File: config.mk
export PLATFORM = sky130hd
export DESIGN_NAME = melody_beat_sequencer
export DESIGN_NICKNAME = d
export VERILOG_FILES = /design/src/rtl/melody_beat_sequencer.sv
export SDC_FILE = /design/constraint.sdc
export NUM_CORES = 1
export LEC_CHECK = 0
export BUFFER_PORTS_ARGS = -buffer_cell sky130_fd_sc_hd__buf_2
export CAP_MARGIN = 10
export CORE_MARGIN = 10
export CORE_UTILIZATION = 60
export CTS_BUF_LIST = sky130_fd_sc_hd__clkbuf_2
export DETAILED_ROUTE_END_ITERATION = 16
export MAX_ROUTING_LAYER = met4
export PLACE_DENSITY = 0.79
export SLEW_MARGIN = 5
export SYNTH_ARGS = -nofsm -noshare
export SYNTH_HDL_FRONTEND = slang
export SYNTH_SLANG_ARGS = --single-unit
File: constraint.sdc
create_clock -name CLOCK_50 -period 3.23 [get_ports CLOCK_50]
set_input_delay 0.1615 -clock CLOCK_50 [delete_from_list [all_inputs] [get_ports CLOCK_50]]
set_output_delay 0.1615 -clock CLOCK_50 [all_outputs]
set_load 0.005 [all_outputs]
File: src/rtl/melody_beat_sequencer.sv
// Tempo generator and beat-index sequencer for the melody player ROMs.
// A prescaler divides the system clock into beats. The beat index steps
// from 0 to SONG_LEN-1 under play/pause/stop control, with optional looping.
// All outputs come straight from registers.
module melody_beat_sequencer #(
    parameter int unsigned BEAT_DIV = 6250000, // cycles per beat at tempo_sel=0, >= 2
    parameter int unsigned SONG_LEN = 168,     // beat indices in the song, 1..256
    parameter int unsigned DIV_W    = 32       // must hold (BEAT_DIV<<3)-1
) (
    input  logic       CLOCK_50,
    input  logic       resetn,
    input  logic       play,
    input  logic       pause,
    input  logic       stop,
    input  logic       loop_en,
    input  logic [1:0] tempo_sel,
    output logic [7:0] beats,
    output logic       playing,
    output logic       beat_tick,
    output logic       done
);

    typedef enum logic [1:0] {
        ST_IDLE     = 2'd0,
        ST_PLAYING  = 2'd1,
        ST_PAUSED   = 2'd2,
        ST_FINISHED = 2'd3
    } state_e;

    localparam logic [DIV_W-1:0] BEAT_DIV_W = DIV_W'(BEAT_DIV);
    localparam logic [7:0]       LAST_BEAT  = 8'(SONG_LEN - 1);

    // Registered state and its next-state values.
    state_e           state_q,   state_d;
    logic [7:0]       beats_q,   beats_d;
    logic [DIV_W-1:0] presc_q,   presc_d;
    logic             tick_q,    tick_d;
    logic             done_q,    done_d;
    logic             playing_q, playing_d;

    // Previous level of the command inputs, for rising-edge detection.
    logic             play_q;
    logic             pause_q;

    logic             play_rise;
    logic             pause_rise;
    logic [DIV_W-1:0] limit_m1;
    logic             beat_end;

    assign play_rise  = play  & ~play_q;
    assign pause_rise = pause & ~pause_q;

    // Beat length follows tempo_sel live. Using >= rather than == means a
    // tempo increase that leaves the prescaler past the new limit ends the
    // current beat on the next cycle instead of counting all the way around.
    assign limit_m1 = (BEAT_DIV_W << tempo_sel) - DIV_W'(1);
    assign beat_end = (presc_q >= limit_m1);

    // Edge-detect history follows the inputs every cycle, whatever the state.
    // NOTE: sequential state uses non-blocking assignments so every register
    // samples values from before the clock edge, independent of block order.
    always_ff @(posedge CLOCK_50 or negedge resetn) begin
        if (!resetn) begin
            play_q  <= 1'b0;
            pause_q <= 1'b0;
        end else begin
            play_q  <= play;
            pause_q <= pause;
        end
    end

    // State, counters and output pulses.
    always_ff @(posedge CLOCK_50 or negedge resetn) begin
        if (!resetn) begin
            state_q   <= ST_IDLE;
            beats_q   <= 8'd0;
            presc_q   <= '0;
            tick_q    <= 1'b0;
            done_q    <= 1'b0;
            playing_q <= 1'b0;
        end else begin
            state_q   <= state_d;
            beats_q   <= beats_d;
            presc_q   <= presc_d;
            tick_q    <= tick_d;
            done_q    <= done_d;
            playing_q <= playing_d;
        end
    end

    // Next-state logic. Command priority is stop, then play edge, then pause
    // edge. Beat counting happens only in PLAYING with no command pending.
    // The final beat_tick and done are raised by the PLAYING branch on the same
    // edge that moves the state to FINISHED. No other state ever raises them.
    always_comb begin
        // NOTE: every signal written here gets a default first, so no path can
        // leave one unassigned and infer a latch.
        state_d = state_q;
        beats_d = beats_q;
        presc_d = presc_q;
        tick_d  = 1'b0;
        done_d  = 1'b0;

        if (stop) begin
            state_d = ST_IDLE;
            beats_d = 8'd0;
            presc_d = '0;
        end else begin
            unique case (state_q)
                ST_IDLE: begin
                    if (play_rise) begin
                        state_d = ST_PLAYING;
                        beats_d = 8'd0;
                        presc_d = '0;
                    end
                end

                ST_PLAYING: begin
                    if (play_rise) begin
                        // Restart the song from the top.
                        beats_d = 8'd0;
                        presc_d = '0;
                    end else if (pause_rise) begin
                        // Freeze with prescaler and beat index held.
                        state_d = ST_PAUSED;
                    end else if (beat_end) begin
                        presc_d = '0;
                        tick_d  = 1'b1;
                        if (beats_q < LAST_BEAT) begin
                            beats_d = beats_q + 8'd1;
                        end else if (loop_en) begin
                            beats_d = 8'd0;
                        end else begin
                            // Song complete. Index stays on the last beat.
                            done_d  = 1'b1;
                            state_d = ST_FINISHED;
                        end
                    end else begin
                        presc_d = presc_q + DIV_W'(1);
                    end
                end

                ST_PAUSED: begin
                    // Either edge resumes from the held position.
                    if (play_rise || pause_rise) begin
                        state_d = ST_PLAYING;
                    end
                end

                ST_FINISHED: begin
                    if (play_rise) begin
                        state_d = ST_PLAYING;
                        beats_d = 8'd0;
                        presc_d = '0;
                    end
                end

                default: begin
                    state_d = ST_IDLE;
                    beats_d = 8'd0;
                    presc_d = '0;
                end
            endcase
        end

        playing_d = (state_d == ST_PLAYING);
    end

    assign beats     = beats_q;
    assign playing   = playing_q;
    assign beat_tick = tick_q;
    assign done      = done_q;

endmodule
# Word level (Yosys, flattened, before mapping)
# Cells that the tools add are included.
# word_totals
register_bits	47
latchBits	0
mem_bits_rw	0
rom_bits	0
input_bits	8
word_cells	67
memories	0
# classes
n_addsub	3
mul	0
n_div	0
magnitude_cmp	2
eq_ne	8
n_shift	1
n_mux	35
bitwise	4
reduce_logical	6
# op_table
operator	n
$mux W32	5
$pmux W32 S2	1
$mux W8	7
$add A32 B1 Y32 const B	1
$ge A32 B32 Y1	1
$shl A23 B2 Y32 const A	1
$sub A32 B1 Y32 const B	1
$mux W2	8
$pmux W8 S2	1
$mux W1	12
$add A8 B1 Y8 const B	1
$lt A8 B8 Y1 const B	1
$ne A4 B4 Y1 const B	2
$pmux W2 S3	1
$ne A5 B5 Y1 const B	1
$reduce_and A5 Y1	1
$eq A2 B1 Y1 const B	2
$eq A2 B2 Y1 const B	2
$ne A3 B1 Y1 const B	1
$reduce_and A3 Y1	1
$reduce_bool A3 Y1	1
$and A1 B1 Y1	2
$logic_not A2 Y1	1
$not A1 Y1	2
2 further kinds	2

# Depth between registers and ports, before layout
# logic_depth
depth_word	9
ltp_mapped	14
depth_no_buf	12

# Least setup slack after synthesis
# No wires, ideal clock.
# synth_timing
path_type	in2reg
start	in tempo_sel[0]
end	reg beats_q[1], in the netlist beats[1]
setup_time_ns	0.128
arrival_time_ns	2.512
path_slack_ns	0.590
path_stages	13
n_path_buf	1
cell_sequence	inv_1 -> nor2_1 -> inv_1 -> ha_1 -> ha_1 -> a21oi_1 -> a21oi_1 -> a211oi_1 -> o41a_1 -> and3_1 -> buf_6 -> o21ai_2 -> mux2_1
# synth_between
elab_chain_len	5
# synth_rtl
element	line	text
from (decl)	16	input logic [1:0] tempo_sel,
$shl A23 B2 Y32	56	assign limit_m1 = (BEAT_DIV_W << tempo_sel) - DIV_W'(1);
$sub A32 B1 Y32	56	
$ge A32 B32 Y1	57	assign beat_end = (presc_q >= limit_m1);
$ne A4 B4 Y1 (no line)	--	
$reduce_and A5 Y1 (no line)	--	
to (signal assigned)	83	beats_q <= beats_d;
to (decl)	35	logic [7:0] beats_q, beats_d;
# Every way passes these cells.
# A chain may end at the register's enable or synchronous reset.

# Worst setup path in the final report
# layout_timing
start	reg presc_q[29]
end	reg beats_q[1], in the netlist beats[1]
# layout_between
elab_chain_len	3
# layout_rtl
element	line	text
from (decl)	36	logic [DIV_W-1:0] presc_q, presc_d;
from (signal assigned)	84	presc_q <= presc_d;
$ge A32 B32 Y1	57	
$ne A4 B4 Y1 (no line)	--	
$reduce_and A5 Y1 (no line)	--	
# Every way passes these cells.

==> run summary <==
Total Nets Final: 409
Reg2reg start: presc_q[29]
Worst Slack Setup Final: 0.434 ns
Antenna fix cells: 0
Fmax: 358 MHz
Predominant post-synthesis flop cell: dfrtp_1
Final Max Slew Viols: 0
Clk_lat worst skew: 0.47 ns
H-Tree Depth: 2
CTS Root Buffer Type: clkbuf_2
Period utilisation layout: 86.6%
Chip Width: 91.9 um
Critical path type: flop to flop
Final setup vio count: 0
Internal reg-to-reg setup slack: 0.43 ns
Largest net degree at the start of global routing: 48
CTS tree: done
CTS resizes: 0
Hold path start: pause
I/O Pins: 19
Number of max-cap violations: 0
DRT Wirelength: 6.76 mm
Post-synth ARST share: 100%
Hold Worst Slack: 0.327 ns
Startpoint Class: flop
Seq pwr share: 46.9%
Clock Tree Buf Depth: 2
Final Power: 1.36 mW
Non-filler cells, final: 442
Placed cells: 429
Post-Syn Instances: 341
Wirelength per Cell: 15.3 um
Final Skew: 0.0262 ns
RSZ-0062 raised after global routing: no
Crit. End Element: flop
Hold EP: pause_q
LEAKAGE: 1.68 nW
Row cnt: 26
Final Wtd Congestion: 0.875
Detailed Route Iter0 Violations: 154
Port bufs: 18
#FFs+latches synth: 47
Combinational Power Share: 33.0%
Post-DRT Antenna Nets: 0
Cell taking the most area after synthesis: dfrtp_1
Clock period minus worst slack: 2.80 ns
Synth Cell Area: 3100 um2
# DRC: 0
Reg-to-reg critical path endpoint: beats[1]
Clock transition at the registers of the reported paths: 0.28 ns
Crit path DAT: 3.17 ns
Vias in the first global route: 2583
Cell Chain, Critical Path: ha_1 -> nand4_1 -> nor4_2 -> nand3_1 -> o41a_1 -> and3_1 -> o21ai_2 -> mux2_1
Clock power share: 20.1%
GRT Util Overall: 17.3%
Unique masters post-synth: 52
Layout cells sized above 1: 10.5%
PwrDens: 401 nW/um2
Largest stage delay, worst path: 0.48 ns
Worst min path class: primary input to flop
Grt total ovfl: 0
Die Y: 91.9 um
Vias: 2607
Outcome: completed
Int Power: 0.841 mW
Area growth from synthesis to layout: 9.03%
Vias per cell: 5.90
Share of the synthesized area in the top cell type: 37.9%
Core box area: 5070 um2
Crit path required time: 3.61 ns
Worst VDD drop: 0.335 mV
Die ar.: 8450 um2
Clock Sink Count: 47
Synth warn: 0
Hold Path Depth: 2
Setup TNS: 0 ns
P_sw: 0.518 mW
Fin. Hold Viols: 0
Drt pass-1 iters: 5
R2R cell count: 8
Post-synth EDFFs: 0
Initial Utilization: 61.2%
Hpwl dp: 4.97 mm
Number of CTS-inserted buffers: 5
First-pass GRT wire length: 12.0 mm
Initial antenna violation count: 0
Syn_area_per_cell: 9.10 um2
Worst Tran Pin Value: 1.07 ns
Net Sw Frac: 38.1%
Sequential area share after synthesis: 37.9%
Leading post-synthesis cells by cell area: dfrtp_1 38%, ha_1 12%, nor2_1 5.3%
Crit path max fanout: 10
Worst slack, placed: 0.193 ns
Slowest CP cell: dfrtp_1
Slew margin rel.: 28.8%
==> how the worst max path moves through the flow <==
stage	endpoint	start	cells past startpoint
final	beats[1]	presc_q[29]	8
after global routing	presc_q[19]	presc_q[29]	9
after CTS	beats[1]	presc_q[29]	8
after detailed placement	beats[1]	tempo_sel[0]	13
after global placement	beats[1]	tempo_sel[1]	13
after floorplan	beats[1]	tempo_sel[0]	13
==> Yosys cell counts, drive strengths merged, types with 4 or more instances <==
cell and count:
nand3 21, nand4 13, dfrtp 47, o21a 4
xor2 18, clkbuf 4, nor4 4, a22o 4
buf 7, o21ai 13, a21o 8, inv 13
nor2 44, nor2b 4, ha 30, and3 14
mux2i 5, nand2 27, o311ai 5, and4 4
a21oi 15, xnor2 5
==> worst max-delay path, delay by kind of cell, from the launching register on <==
kind	cells	cell delay [ns]
AOI/OAI and AO/OA	2	0.60
adders and majority gates	1	0.32
DFF	1	0.48
muxes	1	0.33
and+or+nand+nor	4	0.98
==> per-stage QoR <==
| step | area, um2 | util, % |
|---|---|---|
| after detailed placement | 3290 | 64.8 |
| after global routing | 3380 | 66.7 |
| final | 3380 | 66.7 |
| after floorplan | 3130 | - |
| after CTS | 3380 | 66.7 |
| after global placement | 3290 | 64.8 |
==> cell type report <==
type                    count  area (um2)
clock buffers               5        25.0
clock inverters             3        22.5
fillers                   438        1690
inverters                  13        48.8
multi-input cells         276        1850
flip-flops and latches     47        1180
well taps                  70        87.6
repair buffers             28         178
==> power by group through the flow <==
stage | Combinational (mW) | Sequential, mW | Clock, mW
final | 0.448 | 0.638 | 0.273
after global routing | 0.506 | 0.643 | 0.302
after CTS | 0.448 | 0.638 | 0.279
after detailed placement | 0.442 | 0.648 | 0
after global placement | 0.432 | 0.648 | 0
after floorplan | 0.326 | 0.645 | 0
==> cells in the final DEF (no fill, tap or decap), types with 5 or more instances in the layout <==
cell type,count
a21o_1,8
a21oi_1,15
and3_1,13
buf_2,18
buf_4,5
clkbuf_2,5
conb_1,8
dfrtp_1,47
dlygate4sd3_1,5
ha_1,30
inv_1,13
mux2i_1,5
nand2_1,27
nand3_1,21
nand4_1,13
nor2_1,44
o21ai_0,8
o311ai_1,5
xnor2_1,5
xor2_1,18
==> sequential cells by signal, indices dropped and copies added, names as in the netlist <==
| signal | flops |
|---|---|
| pause_q | 1 |
| state_q | 2 |
| done | 1 |
| playing | 1 |
| presc_q | 32 |
| play_q | 1 |
| beats | 8 |
| beat_tick | 1 |
==> logic make-up (layout without fill, tap and decap cells) <==
family / count (synthesis) / count (layout) / synth area share, %
buffers and inverters: 24 / 49 / 3.35
muxes: 7 / 7 / 2.34
xor gates and xnor gates: 23 / 23 / 6.49
DFF: 47 / 47 / 37.9
AOI/OAI and AO/OA: 63 / 63 / 14.1
adders and majority gates: 32 / 32 / 12.7
and+or+nand+nor: 143 / 143 / 22.8
other: 2 / 8 / 0.242
==> what timing repair did <==
action,CTS,global route
hold endpoints to repair,52,0
hold buffers,5,0
setup buffers,0,0
==> routing by layer <==
metal | track usage [%] | up-vias | part of all wire [%]
met1 | 21.6 | 1250 | 46
li1 | - | 1288 | -
met3 | 3.10 | 9 | 4.1
met2 | 27.7 | 60 | 48
met4 | 5.53 | 0 | 1.2
met5 | - | - | 0
No activity file was read; power rests on OpenSTA's default activity.
